<file path="src/rtl/uart_fifo_gen.sv">
// Parametrised UART character FIFO with circular pointers, optional per-entry error tag,
// flush, occupancy count, trigger threshold and single-entry (16450) mode.
module uart_fifo_gen #(
  parameter  int DATA_W = 8,
  parameter  int DEPTH  = 16,
  parameter  int TAG_EN = 1,
  localparam int CW     = $clog2(DEPTH + 1)
) (
  input  logic              clk,
  input  logic              rst,
  input  logic              en,
  input  logic              flush,
  input  logic              push_in,
  input  logic              pop_in,
  input  logic [DATA_W-1:0] din,
  input  logic              tag_in,
  output logic [DATA_W-1:0] dout,
  output logic              tag_out,
  output logic              empty,
  output logic              full,
  output logic [CW-1:0]     count,
  input  logic [CW-1:0]     threshold,
  output logic              thre_trigger,
  output logic              overrun,
  output logic              underrun,
  output logic              err_pending
);

  localparam int AW = (DEPTH > 1) ? $clog2(DEPTH) : 1;

  logic [DATA_W-1:0] mem [DEPTH];
  logic [AW-1:0]     wr_ptr;
  logic [AW-1:0]     rd_ptr;
  logic [CW-1:0]     cnt;
  logic [CW-1:0]     cap;
  logic              pop_ok;
  logic              push_ok;
  logic              head_tag;

  assign cap = en ? CW'(DEPTH) : CW'(1);

  // full uses >= so that entries kept across an en 1->0 switch still block pushes
  assign empty   = (cnt == '0);
  assign full    = (cnt >= cap);
  assign pop_ok  = pop_in & ~empty;
  assign push_ok = push_in & (~full | pop_ok);

  assign count        = cnt;
  assign thre_trigger = (threshold != '0) && (cnt >= threshold);
  assign dout         = empty ? '0 : mem[rd_ptr];

  always_ff @(posedge clk) begin
    if (!rst && !flush && push_ok) begin
      mem[wr_ptr] <= din;
    end
  end

  always_ff @(posedge clk) begin
    if (rst) begin
      wr_ptr   <= '0;
      rd_ptr   <= '0;
      cnt      <= '0;
      overrun  <= 1'b0;
      underrun <= 1'b0;
    end else if (flush) begin
      wr_ptr   <= '0;
      rd_ptr   <= '0;
      cnt      <= '0;
      overrun  <= 1'b0;
      underrun <= 1'b0;
    end else begin
      if (push_ok) wr_ptr <= wr_ptr + AW'(1);
      if (pop_ok)  rd_ptr <= rd_ptr + AW'(1);
      case ({push_ok, pop_ok})
        2'b10:   cnt <= cnt + CW'(1);
        2'b01:   cnt <= cnt - CW'(1);
        default: cnt <= cnt;
      endcase
      overrun  <= push_in & ~push_ok;
      underrun <= pop_in & empty;
    end
  end

  if (TAG_EN != 0) begin : g_tag
    logic          tag_mem [DEPTH];
    logic [CW-1:0] tag_cnt;

    assign head_tag    = tag_mem[rd_ptr];
    assign tag_out     = ~empty & head_tag;
    assign err_pending = (tag_cnt != '0);

    always_ff @(posedge clk) begin
      if (!rst && !flush && push_ok) begin
        tag_mem[wr_ptr] <= tag_in;
      end
    end

    always_ff @(posedge clk) begin
      if (rst || flush) begin
        tag_cnt <= '0;
      end else begin
        case ({push_ok & tag_in, pop_ok & head_tag})
          2'b10:   tag_cnt <= tag_cnt + CW'(1);
          2'b01:   tag_cnt <= tag_cnt - CW'(1);
          default: tag_cnt <= tag_cnt;
        endcase
      end
    end
  end else begin : g_notag
    logic unused_tag;
    assign unused_tag  = tag_in;
    assign head_tag    = 1'b0;
    assign tag_out     = 1'b0;
    assign err_pending = 1'b0;
  end

endmodule

</file>
<file path="config.mk">
export PLATFORM = sky130hd
export DESIGN_NAME = uart_fifo_gen
export DESIGN_NICKNAME = d
export VERILOG_FILES = /design/src/rtl/uart_fifo_gen.sv
export SDC_FILE = /design/constraint.sdc
export NUM_CORES = 1
export LEC_CHECK = 0
export ABC_AREA = 1
export CAP_MARGIN = 40
export CORE_MARGIN = 4
export CORE_UTILIZATION = 43
export CTS_CLUSTER_DIAMETER = 120
export CTS_CLUSTER_SIZE = 20
export DETAILED_ROUTE_END_ITERATION = 8
export GPL_TIMING_DRIVEN = 0
export SETUP_SLACK_MARGIN = 0.02
export SLEW_MARGIN = 20
export SYNTH_ARGS = -nofsm -noshare
export SYNTH_HDL_FRONTEND = slang
export SYNTH_SLANG_ARGS = --single-unit
</file>
<file path="constraint.sdc">
create_clock -name clk -period 2.7 [get_ports clk]
set_input_delay 0.27 -clock clk [delete_from_list [all_inputs] [get_ports clk]]
set_output_delay 0.27 -clock clk [all_outputs]
set_load 0.005 [all_outputs]
</file>
### Yosys cells after proc, flatten, opt, wreduce, memory -nomap -nowiden

Memory sizes are Yosys's and may differ from the RTL's. A register that Yosys moved wholly into a read port is not among the register bits.
Index checks and enable logic that the tools add are counted.

* input bits: 20
* memories kept: 2
* word-level logic and storage cells: 53
* register bits: 20
* bits in writable memories: 144
* output and inout port bits: 20

* reduce and logical (&&, ||, !) cells: 12
* $lt $le $gt $ge: 2
* muxes and demuxes: 10
* $add $sub $neg: 6
* equal/unequal tests: 4
* bitwise operators: 11

Memories
* mem: depth 16, bits a word 8, read ports 1, clocked after memory_dff 1, write ports 1, line 31 `logic [DATA_W-1:0] mem [DEPTH];`
* g_tag.tag_mem: depth 16, bits a word 1, read ports 1, clocked after memory_dff 1, write ports 1, line 85 `logic tag_mem [DEPTH];`

Operators with widths (count)
* case mux 5 bit (2 select lines): 2
* 2-to-1 mux 4 bit: 4
* adder 5 x 1 -> 5 bit, second input constant: 2
* >= comparator 5 bit: 2
* nonzero test 5 bit: 2
* subtractor 5 x 1 -> 5 bit, second input constant: 2
* adder 4 x 1 -> 4 bit, second input constant: 2
* 2-to-1 mux 8 bit: 1
* AND 1 bit: 7
* zero test 5 bit: 1
* 2-to-1 mux 5 bit: 1
* == test 2 x 1 -> 1 bit, second input constant: 2
* == test 2 bit, second input constant: 2
* nonzero test 2 bit: 2
* logical AND 1 bit: 3
* NOT 1 bit: 3
* zero test 1 bit: 2
* 2-to-1 mux 1 bit: 2
* OR reduction 2 bit: 1
* logical OR 1 bit: 1
* OR 1 bit: 1

### Longest topological paths before layout

* depth in word-level cells: 8
* depth in mapped cells: 17
* depth with buffers taken out: 17

### Worst setup path before layout

No wires, ideal clock.

* path type: register to register
* start point: register cnt[0] (netlist: count[0])
* end point: register g_tag.tag_cnt[4]
* clock period less this slack: 2554 ps
* library setup time: 71 ps
* path slack: 146 ps
* stages on the path, launching flop included: 16
* data arrival time: 2482 ps
* cell sequence: dfxtp_1 inv_1 ha_1 nand2_1 inv_1 nand3_1 nand3_4 nand2_4 nand3_1 ha_1 fa_1 a21o_1 a21oi_1 xor2_1 nand2_1 a21oi_1

* elaborated cells on any way between the ends: 13
* those cells by class: 1 x order compare; 2 x eq/ne; 1 x mux; 7 x bitwise; 2 x reduce/logical

RTL lines
* start: declaration: line 34 `logic [CW-1:0] cnt;`
* start signal: assignment: line 75 `2'b10: cnt <= cnt + CW'(1);`
* start signal: assignment: line 76 `2'b01: cnt <= cnt - CW'(1);`
* start signal: assignment: line 77 `default: cnt <= cnt;`
* >= comparator 5 bit (*): line 44 `assign full = (cnt >= cap);`
* named net full: line 20 `output logic full,`
* NOT 1 bit (*): line 46 `assign push_ok = push_in & (~full | pop_ok);`
* OR 1 bit (*): line 46
* AND 1 bit (*): line 46
* AND 1 bit (*): line 102 `case ({push_ok & tag_in, pop_ok & head_tag})`
* == test 2 x 1 -> 1 bit or == test 2 bit (tied branches): line 102
* case mux 5 bit (2 select lines) or nonzero test 2 bit (tied branches)
* end signal: assignment: line 103 `2'b10: tag_cnt <= tag_cnt + CW'(1);`
* end signal: assignment: line 104 `2'b01: tag_cnt <= tag_cnt - CW'(1);`
* end signal: assignment: line 105 `default: tag_cnt <= tag_cnt;`
* end: declaration: line 86 `logic [CW-1:0] tag_cnt;`

Mark *: on every way through the listed nets, which the timed path passes. The rest lies on a longest branch.
A chain may end at the register's enable or synchronous reset.

==> results.txt <==
- 0 antenna diodes ended up in the layout.
- GPL Wtd Cong: ~0.84
- STA classifies the critical path endpoint as an output port.
* WP data required: between 2 and 2.5 ns
- The number of max-slew violations in the final report is 0.
- For the final database, setup skew stands at about 0.008 ns.
* Footprint of the multi-input gates: ~2300 sq um
* Summed area of non-filler cells in the final layout: slightly below 9000 sq um
* Worst-case headroom to the max-slew limit: a little under half
- Ranked by total cell area, the synthesized netlist is headed by edfxtp_1 59%, dfxtp_1 6.6%, nor2_1 5.4%.
* Std-Cell Core Area: about 17000 sq um
* First-pass GRT wire length: about 28000 um
* Level count of the clock H-tree: 4
- Later-pin clock latency in the skew report: 0.42 ns
- Subtracting the final worst setup slack from the clock period gives ~2.6 ns.
- Number of nets in the layout: around 760
- For the worst setup path, the data arrival time is between 2 and 2.5 ns.
* Remaining global-route overflow: 0
* First-pass detailed-route iteration total: 5
* Gate Count Post-Synth: roughly 650
- At the end of the flow the core is filled with cells to 53.67%.
- Count of placed standard cells in the final layout, fillers left out: 954
- Average vias per placed instance: around 5.4
- The detailed router finished its first iteration with between 400 and 500 violations.
- Overall power after layout: between 5000 and 6000 uW
* Maxcap violations: 0
- Of the total power, the share spent switching nets is 23.82%.
- Total of hold buffers inserted after clock tree synthesis: 0
* Combined global-route utilization of all metal layers: between 10% and 20%
- Crit share post-route: a little over nine tenths
* Reported net switching power: around 1400 uW
- HP Class: primary input to flip-flop
- Total routed wirelength: ~18000 um
- Area of the mapped netlist: ~7300 sq um
- Hold violation total from the final report: 0
* Effective utilization at floorplan: roughly 44%
- Layout-stage area growth over the synthesis result: 21.88%
* Number of buffers created by CTS: 17
* Setup repair after global routing missed its margin: yes
- In this run the clock root is driven by a clkbuf_16.
* Vias in the first global route: 4954
* Setup Crit Path Kind: flip-flop to output port
- Across all hold checks on the routed design, the worst slack comes to about 0.19 ns.
- Clk pwr share: between 40% and 50%
* Portion of total power attributed to combinational logic: 10.9%
* Ys Warns: 0
- The placed instances occupy a cell area of between 8000 and 9000 sq um.
* Status: complete, no violations
- Clock tree from TritonCTS: built
- Across the VDD grid, the largest voltage drop is approximately 0.42 mV.
* Number of buffer cells added on primary ports: 38
* Die area: ~19000 sq um
- Number of placed cells counting well taps: 919
- 40 I/O pins were placed.
- Cell-internal power: ~4600 uW
- In the final routed layout, each cell accounts on average for a little under 20 um.
- Summed over all nets, the half-perimeter wirelength after detailed placement is ~13000 um.
- From bottom edge to top edge, the die measures approximately 140 um.
- Initial antenna violation count: 0
* Residual antenna-violating net count after detailed routing: 0
- DR DRC count: 0
* Share of synthesized flip-flops with an asynchronous set or reset: 0%
* Library cells used by synthesis: 37
* Count of endpoints failing setup in the final report: 0
- For this design the ratio of total power to cell area is between 600 and 700 nW/um^2.
- After floorplanning, the core was divided into 47 placement rows.
* Fraction of synthesized cell area taken by the top area cell type: 59.22%
- Clock transition at the register clock pins on the worst setup and hold paths after CTS: 0.06 ns
- In the synthesized netlist the dominant register cell turns out to be edfxtp_1.
- Worst Max-Slew Pin Slew: roughly 0.82 ns
* Sequential-to-total area share from yosys stat: between 60% and 70%
- DIE WIDTH: about 140 um
- Entering global routing, the biggest net connects 18 pins.
* Largest fanout on the critical path: 10
* Number of register bits inferred by synthesis: around 170
* Static leakage: between 0.003 and 0.004 uW
* Share of final-layout standard cells stronger than drive strength 1: 16.49%
- Yosys mapped a number of flops with a built-in enable equal to around 140.
- Sequential cell area: 4810 sq um
- Average size of a mapped cell: around 11 sq um
* Fmax: between 300 and 400 MHz
- For this design, the sink count on the clock tree is ~170.
- Power share of the sequential group: 47.9%
- Total via count in the routed design: roughly 5200
- STA classifies the critical path startpoint as a flip-flop.
- The filler cells instantiated in the layout total roughly 1400.
- The biggest area contributor in the post-synthesis netlist is edfxtp_1.
* Syn Nets: between 600 and 700
- Maximum buffer depth of the clock tree: 2
==> cells in the final DEF (no fill, tap or decap), types with 4 or more instances in the layout <==
master           count
ha_1                18
o21ai_1             17
inv_2                5
a21oi_2             10
clkdlybuf4s50_1     33
nand3_1             33
inv_1               28
clkinvlp_4           5
a21oi_1             34
o211ai_1            10
nand2_1             88
o31ai_1              7
buf_2                4
nor2_1             105
nand2_4              8
clkinv_2             5
dfxtp_2              4
buf_6               15
buf_4               20
nand4_1              4
xor2_1               4
edfxtp_1           144
o221ai_1             7
dlymetal6s2s_1       5
o21ai_0             45
clkbuf_16           17
dfxtp_1             20
==> power by group through the flow <==
stage	clock, uW	combinational [uW]	sequential, uW
after floorplan	0	339	2910
after global placement	0	599	2920
after detailed placement	0	612	2920
after CTS	2490	632	2860
after global routing	2590	720	2860
final	2460	654	2860
==> layer usage <==
metal	up-vias	track usage (%)	share of wire [%]	routed length, um
li1	2439	-	-	-
met1	2534	26.41	44	8095
met2	166	30.91	48	8754
met3	25	4.075	6.3	1147
met4	0	6.084	1.8	326
met5	-	0	0	0
==> stage by stage <==
stage          setup WS (ns)  TNS [ns]
2_1_floorplan         0.1463         0
3_3_place_gp         -0.4955    -47.79
3_5_place_dp         -0.4491    -11.96
4_1_cts            -0.008273  -0.01578
5_1_grt             -0.04979  -0.04979
6_report             0.08381         0
==> cell type report <==
| class | count | area share [%] |
|---|---|---|
| inverter | 36 | 1.701 |
| multi-input combinational | 414 | 25.78 |
| sequential | 168 | 54.04 |
| buffer | 29 | 2.671 |
| clock buffer | 17 | 4.780 |
| clock inverter | 15 | 1.954 |
| tap | 220 | 3.093 |
| timing repair buffer | 55 | 5.975 |
==> registers in the layout (all words and copies together) (netlist names), named ones only <==
signal	flops
mem	128
wr_ptr	4
underrun	1
overrun	1
count	5
g_tag.tag_mem	16
g_tag.tag_cnt	5
rd_ptr	4
==> cell usage after synthesis (2+ instances only) <==
cell and count:
dfxtp_1 24, o31ai_1 8, ha_1 19, nand4_1 4, xnor2_1 3, o21ai_1 15, o221ai_1 9, o211ai_1 10
o21ai_0 47, inv_1 30, inv_2 4, fa_1 2, xor2_1 4, nand3_1 35, buf_2 19, nor2_1 106
buf_4 3, a21oi_1 44, nand2_1 89, edfxtp_1 144, nand2_4 8, clkbuf_1 5
==> logic make-up after synthesis <==
logic type | count (synthesis) | synth area share, %
AND/OR/NAND/NOR | 251 | 15.23
flip-flops | 168 | 65.80
XOR/XNOR | 7 | 0.8396
adder cells (fa/ha/maj) | 21 | 3.804
buffers and inverters | 65 | 3.941
AO/OA/AOI/OAI | 135 | 10.38
==> path summary, 6_finish.rpt <==
| check | slack, ns | cells after the start | startpoint | endpoint |
|---|---|---|---|---|
| hold reg to reg | 0.48 | 2 | rd_ptr[3]$_SDFFE_PP0N_ | rd_ptr[3]$_SDFFE_PP0N_ |
| setup / recovery | 0.08 | 8 | flip-flop | dout[4] |
| hold / removal | 0.19 | 3 | push_in | overrun$_SDFF_PP0_ |
| setup reg to reg | 0.13 | 13 | flip-flop | g_tag.tag_cnt[4]$_SDFFE_PP0P_ |
==> worst max-delay path, cell delays in order (launching register included) <==
cell and delay (ns):
dfxtp_2 0.33, buf_6 0.14, clkinv_8 0.08, buf_6 0.15
o21ai_0 0.09, o211ai_1 0.30, nand3_1 0.16, a21oi_1 0.17
clkdlybuf4s50_1 0.52
==> repair_timing <==
action | in CTS | in global routing
setup endpoints to repair | 11 | 30
setup buffers | 0 | 1
gates resized for setup | 27 | 45
gates cloned | 0 | 1
pin swaps | 2 | 18
Note: power is estimated with default switching activity, not from simulation.
